[src/rtl/uart_watch_cmd_ctrl.sv]
// UART command sequencer for the watch/stopwatch datapath: decodes RX bytes into
// mode/sel/control pulses, merges them with front-panel buttons and echoes each command to TX.
module uart_watch_cmd_ctrl #(
    parameter int unsigned ECHO_DEPTH = 4,
    parameter bit          CASE_FOLD  = 1'b1
) (
    input  logic       clk,
    input  logic       rst,
    input  logic [7:0] rx_data,
    input  logic       rx_done,
    input  logic       btn_up,
    input  logic       btn_down,
    input  logic       btn_runstop,
    input  logic       btn_clear,
    input  logic       tx_busy,
    output logic       mode,
    output logic [1:0] sel,
    output logic       o_up,
    output logic       o_down,
    output logic       o_runstop,
    output logic       o_clear,
    output logic       cmd_err,
    output logic       echo_ovf,
    output logic [7:0] tx_data,
    output logic       tx_start
);

    localparam int unsigned AW = $clog2(ECHO_DEPTH);
    localparam logic [AW:0] FULL_CNT = (AW + 1)'(ECHO_DEPTH);

    typedef enum logic [1:0] {
        TX_IDLE,
        TX_WAIT_HI,
        TX_WAIT_LO
    } tx_state_t;

    // Action vectors are ordered {clear, runstop, down, up}.
    logic            mode_q, mode_d;
    logic [1:0]      sel_q, sel_d;
    logic [3:0]      pulse_q, pulse_d;
    logic            cmd_err_q, cmd_err_d;
    logic            echo_ovf_q, echo_ovf_d;
    logic            pend_valid_q, pend_valid_d;
    logic [3:0]      pend_act_q, pend_act_d;
    logic [7:0]      mem_q [ECHO_DEPTH];
    logic [7:0]      mem_d [ECHO_DEPTH];
    logic [AW-1:0]   wr_ptr_q, wr_ptr_d;
    logic [AW-1:0]   rd_ptr_q, rd_ptr_d;
    logic [AW:0]     cnt_q, cnt_d;
    logic [7:0]      tx_data_q, tx_data_d;
    tx_state_t       state_q, state_d;
    logic [3:0]      hi_cnt_q, hi_cnt_d;

    logic [7:0]      rx_fold;
    logic            cmd_valid;
    logic [3:0]      cmd_act;
    logic            mode_n;
    logic [1:0]      sel_n;
    logic [3:0]      btn_vec;
    logic            any_btn;
    logic            push;
    logic            do_push;
    logic            pop;
    logic [7:0]      push_data;

    assign btn_vec = {btn_clear, btn_runstop, btn_down, btn_up};
    assign any_btn = |btn_vec;

    always_comb begin
        rx_fold = rx_data;
        if (CASE_FOLD && (rx_data >= 8'h61) && (rx_data <= 8'h7A)) begin
            rx_fold = rx_data - 8'h20;
        end
    end

    // Validity depends on the mode/sel in force when the byte arrives.
    always_comb begin
        cmd_valid = 1'b0;
        cmd_act   = '0;
        mode_n    = mode_q;
        sel_n     = sel_q;
        case (rx_fold)
            8'h4D: begin
                cmd_valid = 1'b1;
                mode_n    = ~mode_q;
                sel_n     = 2'd0;
            end
            8'h30, 8'h31, 8'h32, 8'h33: begin
                if (!mode_q) begin
                    cmd_valid = 1'b1;
                    sel_n     = rx_fold[1:0];
                end
            end
            8'h55: begin
                if (!mode_q && (sel_q != 2'd0)) begin
                    cmd_valid = 1'b1;
                    cmd_act   = 4'b0001;
                end
            end
            8'h44: begin
                if (!mode_q && (sel_q != 2'd0)) begin
                    cmd_valid = 1'b1;
                    cmd_act   = 4'b0010;
                end
            end
            8'h47: begin
                if (mode_q) begin
                    cmd_valid = 1'b1;
                    cmd_act   = 4'b0100;
                end
            end
            8'h43: begin
                if (mode_q) begin
                    cmd_valid = 1'b1;
                    cmd_act   = 4'b1000;
                end
            end
            default: ;
        endcase
    end

    // A pending slot is only ever occupied for one cycle, so a byte arriving
    // then is the only one that can collide with it.
    always_comb begin
        mode_d       = mode_q;
        sel_d        = sel_q;
        cmd_err_d    = 1'b0;
        pend_valid_d = 1'b0;
        pend_act_d   = pend_act_q;
        pulse_d      = btn_vec | (pend_valid_q ? pend_act_q : 4'b0000);
        push         = 1'b0;
        push_data    = cmd_valid ? rx_fold : 8'h3F;
        if (rx_done && pend_valid_q) begin
            cmd_err_d = 1'b1;
        end else if (rx_done) begin
            push = 1'b1;
            if (cmd_valid) begin
                mode_d = mode_n;
                sel_d  = sel_n;
                if (any_btn) begin
                    pend_valid_d = |cmd_act;
                    pend_act_d   = cmd_act;
                end else begin
                    pulse_d = pulse_d | cmd_act;
                end
            end else begin
                cmd_err_d = 1'b1;
            end
        end
    end

    assign pop     = (state_q == TX_IDLE) && (cnt_q != '0) && !tx_busy;
    assign do_push = push && ((cnt_q != FULL_CNT) || pop);

    always_comb begin
        mem_d      = mem_q;
        wr_ptr_d   = wr_ptr_q;
        rd_ptr_d   = rd_ptr_q;
        cnt_d      = cnt_q;
        echo_ovf_d = echo_ovf_q | (push && !do_push);
        tx_data_d  = tx_data_q;
        if (do_push) begin
            mem_d[wr_ptr_q] = push_data;
            wr_ptr_d        = wr_ptr_q + AW'(1);
        end
        if (pop) begin
            tx_data_d = mem_q[rd_ptr_q];
            rd_ptr_d  = rd_ptr_q + AW'(1);
        end
        if (do_push && !pop) begin
            cnt_d = cnt_q + (AW + 1)'(1);
        end else if (!do_push && pop) begin
            cnt_d = cnt_q - (AW + 1)'(1);
        end
    end

    always_comb begin
        state_d  = state_q;
        hi_cnt_d = hi_cnt_q;
        case (state_q)
            TX_IDLE: begin
                if (pop) begin
                    state_d  = TX_WAIT_HI;
                    hi_cnt_d = '0;
                end
            end
            TX_WAIT_HI: begin
                if (tx_busy || (hi_cnt_q == 4'd15)) begin
                    state_d = TX_WAIT_LO;
                end else begin
                    hi_cnt_d = hi_cnt_q + 4'd1;
                end
            end
            TX_WAIT_LO: begin
                if (!tx_busy) begin
                    state_d = TX_IDLE;
                end
            end
            default: state_d = TX_IDLE;
        endcase
    end

    always_ff @(posedge clk) begin
        if (rst) begin
            mode_q       <= 1'b0;
            sel_q        <= 2'd0;
            pulse_q      <= '0;
            cmd_err_q    <= 1'b0;
            echo_ovf_q   <= 1'b0;
            pend_valid_q <= 1'b0;
            pend_act_q   <= '0;
            mem_q        <= '{default: '0};
            wr_ptr_q     <= '0;
            rd_ptr_q     <= '0;
            cnt_q        <= '0;
            tx_data_q    <= '0;
            state_q      <= TX_IDLE;
            hi_cnt_q     <= '0;
        end else begin
            mode_q       <= mode_d;
            sel_q        <= sel_d;
            pulse_q      <= pulse_d;
            cmd_err_q    <= cmd_err_d;
            echo_ovf_q   <= echo_ovf_d;
            pend_valid_q <= pend_valid_d;
            pend_act_q   <= pend_act_d;
            mem_q        <= mem_d;
            wr_ptr_q     <= wr_ptr_d;
            rd_ptr_q     <= rd_ptr_d;
            cnt_q        <= cnt_d;
            tx_data_q    <= tx_data_d;
            state_q      <= state_d;
            hi_cnt_q     <= hi_cnt_d;
        end
    end

    assign mode      = mode_q;
    assign sel       = sel_q;
    assign o_up      = pulse_q[0];
    assign o_down    = pulse_q[1];
    assign o_runstop = pulse_q[2];
    assign o_clear   = pulse_q[3];
    assign cmd_err   = cmd_err_q;
    assign echo_ovf  = echo_ovf_q;
    // Strobe and data are presented in the pop cycle so tx_busy is never high under tx_start.
    assign tx_start  = pop;
    assign tx_data   = tx_data_d;

endmodule
[config.mk]
export PLATFORM = sky130hd
export DESIGN_NAME = uart_watch_cmd_ctrl
export DESIGN_NICKNAME = d
export VERILOG_FILES = /design/src/rtl/uart_watch_cmd_ctrl.sv
export SDC_FILE = /design/constraint.sdc
export NUM_CORES = 1
export LEC_CHECK = 0
export CAP_MARGIN = 15
export CORE_ASPECT_RATIO = 0.5
export CORE_UTILIZATION = 40
export CTS_CLUSTER_DIAMETER = 80
export CTS_CLUSTER_SIZE = 14
export DETAILED_ROUTE_END_ITERATION = 16
export SLEW_MARGIN = 20
export SYNTH_ARGS = -nofsm -noshare
export SYNTH_HDL_FRONTEND = slang
export SYNTH_SLANG_ARGS = --single-unit
[constraint.sdc]
create_clock -name clk -period 3.1 [get_ports clk]
set_clock_uncertainty 0.1 [all_clocks]
set_input_delay 0.775 -clock clk [delete_from_list [all_inputs] [get_ports clk]]
set_output_delay 0.775 -clock clk [all_outputs]
set_load 0.005 [all_outputs]
==> results.sh <==
export IMPL_period_share=0.976
export IMPL_synth_area_um2=3110
export IMPL_max_slew_margin=0.688
export IMPL_leakagePower_nw=1.67
export IMPL_final_cell_mix="67 x dfxtp_1, 30 x buf_4, 28 x nor2_1, 24 x o21ai_0, 23 x clkdlybuf4s50_1"
export IMPL_syn_area_per_cell_um2=9.61
export IMPL_layout_commonest_cell="dfxtp_1"
export IMPL_ioPinCount=34
export IMPL_globalplace_congestion=0.855
export IMPL_fin_crit_ns=3.03
export IMPL_grt_overflow=0
export IMPL_clockRootBuffer="clkbuf_16"
export IMPL_ctsHoldBuffers=0
export IMPL_path_buf_inv=5
export IMPL_route_detailed_drc=0
export IMPL_drive_above_1_share=0.224
export IMPL_htreeDepth=3
export IMPL_worst_slew_pin_transition_ns=0.467
export IMPL_die_width_um=127
export IMPL_path_class="in -> out"
export IMPL_worst_setup_path_end_kind="primary output"
export IMPL_antenna_found_initial=0
export IMPL_startpoint_type="primary input"
export IMPL_clk_latency_ns=0.33
export IMPL_drv_slew=0
export IMPL_hold_path_class="reg -> reg"
export IMPL_core_area_um2=7430
export IMPL_worstPathCellList="clkdlybuf4s15_1 -> or3_4 -> nor2_4 -> buf_6 -> buf_6 -> buf_16 -> mux2_4 -> buf_6"
export IMPL_ys_warn_count=0
export IMPL_ys_seq_area_frac=0.431
export IMPL_fmax_mhz=330
export IMPL_nNetsFinal=411
export IMPL_grt_pass1_vias=2669
export IMPL_hold_path_end="pend_act_q[2]"
export IMPL_min_path_cells=2
export IMPL_wl_per_cell_um=15.4
export IMPL_critPathMaxFanout=4
export IMPL_combPwrFrac=0.280
export IMPL_hold_viol_final=0
export IMPL_fin_cells=488
export IMPL_p_switching_uw=802
export IMPL_rows=22
export IMPL_final_util=0.564
export IMPL_clk_path_buf_depth=2
export IMPL_drtAntennaViolNets=0
export IMPL_hp_start="pend_act_q[2]"
export IMPL_swShare=0.264
export IMPL_port_buffers=33
export IMPL_syn_num_nets=348
export IMPL_n_antenna_cell=0
export IMPL_ir_drop_mv=0.327
export IMPL_slowest_delay_ns=0.35
export IMPL_vias_per_cell=5.38
export IMPL_synth_cells=324
export IMPL_chipHeight_um=64.4
export IMPL_firstDrtPassIters=4
export IMPL_track_usage=0.203
export IMPL_rsz0062_at_grt="no"
export IMPL_critical_path_depth=8
export IMPL_clock_power_share=0.383
export IMPL_clkSinkCount=67
export IMPL_regToRegSetupSlack_ns=0.28
export IMPL_power_density_nw_per_um2=725
export IMPL_p_int_mw=2.24
export IMPL_vias=2623
export IMPL_grt_pass1_wl_um=12700
export IMPL_placed_cells=465
export IMPL_seqPwrFrac=0.337
export IMPL_numCtsBuffers=9
export IMPL_final_setup_viol_count=0
export IMPL_maxCapViolations=0
export IMPL_r2r_start="cnt_q[0]"
export IMPL_grt_max_degree=36
export IMPL_dieArea_um2=8160
export IMPL_cp_top_family="buffers and inverters"
export IMPL_synth_cell_types=53
export IMPL_start_util=0.419
export IMPL_area_growth_pct=34.6
export IMPL_status="complete, no violations"
export IMPL_ff2ff_path_depth=14
export IMPL_first_iter_violations=147
export IMPL_cp_required_ns=2.22
export IMPL_slowest_stage="or3_4"
export IMPL_cpMostUsedCell="buf_6"
export IMPL_cts_tree="yes"
export IMPL_ys_seq_elements=67
export IMPL_path_clk_slew_ns=0.05
export IMPL_rr_endpoint="cnt_q[2]"
export IMPL_drt_wl_total_um=7530
export IMPL_dp_hpwl_um=5220
export IMPL_arrival_ns=2.15
cell usage after synthesis (all sizes together):
master,n,area [um2]
nand3,6,30.0
nor3b,5,37.5
nor2b,1,6.26
buf,9,56.3
and3,2,12.5
ha,7,87.6
o2111ai,2,17.5
inv,13,48.8
mux2,8,90.1
o221ai,1,26.3
and2,13,81.3
a211oi,2,15.0
mux4,8,180
clkbuf,10,37.5
a22oi,1,7.51
a41oi,2,25.0
nand4,3,18.8
nand2,15,58.8
a21oi,22,118
a221oi,1,8.76
dfxtp,67,1340
nand2b,5,31.3
or3,2,12.5
nand3b,1,7.51
o211ai,5,37.5
o21a,2,15.0
o21ai,26,134
a31oi,21,146
or4,2,18.8
and3b,1,8.76
mux2i,7,70.1
nor3,6,30.0
o211a,2,20.0
xor2,5,43.8
nand4b,1,8.76
and4bb,1,12.5
nor2,29,111
a211o,1,17.5
xnor2,4,35.0
fa,1,20.0
nor4,2,12.5
and2b,1,7.51
o22a,1,8.76
flip-flops by register name (all words and copies together), names as in the netlist:
register,flops
rd_ptr_q,2
pend_act_q,4
pulse_q,4
hi_cnt_q,4
wr_ptr_q,2
echo_ovf,1
mem_q,32
tx_data_q,8
mode,1
state_q,2
pend_valid_q,1
cmd_err,1
cnt_q,3
sel,2
worst reg2reg max path, stage by stage (launching register included):
cell,delay (ns)
dfxtp_1,0.36
nor3_1,0.35
nor2_4,0.07
buf_6,0.12
buf_6,0.11
buf_16,0.12
buf_4,0.13
buf_4,0.14
inv_1,0.06
ha_1,0.16
inv_1,0.05
fa_1,0.37
xor2_1,0.18
or3_1,0.30
a21oi_1,0.13
power by group through the flow:
stage               Clock [mW]  Combinational, mW  Sequential (mW)
global route              1.23              0.927             1.04
CTS                       1.19              0.863             1.02
floorplan                    0              0.439             1.02
global placement             0              0.705             1.03
finish                    1.16              0.850             1.03
detailed placement           0              0.729             1.04
per-layer routing:
metal | routed length (um) | global-route usage | vias to the layer above
met5 | 0 | 0 | -
met4 | 46 | 0.0655 | 0
met3 | 374 | 0.0494 | 5
met2 | 3340 | 0.321 | 64
met1 | 3770 | 0.273 | 1257
li1 | - | - | 1297
per-stage QoR:
stage	setup slack [ns]	hold slack (ns)	instance area [um2]	total power [mW]	TNS, ns
after global routing	0.0365	0.375	4190	3.19	0
after detailed placement	-0.426	0.358	3750	1.77	-3.83
final	0.0732	0.369	4190	3.04	0
after CTS	0.0168	0.366	4200	3.07	0
after floorplan	0.177	0.329	3110	1.45	0
after global placement	-0.413	0.349	3750	1.74	-3.52
area by class of cell:
| cell class | count | area (um2) |
|---|---|---|
| clock buffers | 11 | 243 |
| clock inverters | 5 | 100 |
| fillers | 662 | 3240 |
| inverters | 13 | 48.8 |
| multi-input cells | 225 | 1670 |
| flip-flops and latches | 67 | 1340 |
| well taps | 96 | 120 |
| repair buffers | 71 | 668 |
cell families after synthesis:
family / after synthesis / synth area share
AND/OR/NAND/NOR: 96 / 0.163
AO/OA/AOI/OAI: 89 / 0.192
flip-flops: 67 / 0.431
buffers and inverters: 32 / 0.0458
multiplexers: 23 / 0.109
XOR/XNOR: 9 / 0.0253
adder cells (fa/ha/maj): 8 / 0.0346
worst max path at each step:
| stage | from | to | slack (ns) |
|---|---|---|---|
| floorplan | rx_data[5] | pend_act_q[1] | 0.18 |
| global placement | tx_busy | tx_data[4] | -0.41 |
| detailed placement | tx_busy | tx_data[3] | -0.43 |
| CTS | tx_busy | tx_data[3] | 0.02 |
| global route | tx_busy | tx_data[2] | 0.04 |
| finish | tx_busy | tx_data[2] | 0.07 |
timing repair:
| item | 4_1_cts | 5_1_grt |
|---|---|---|
| resized for setup | 46 | 1 |
| setup endpoints to repair | 9 | 1 |
| setup buffers | 6 | 0 |
| pin swaps | 2 | 2 |
| cloned | 1 | 0 |
Power figures use the tool's default switching activity.
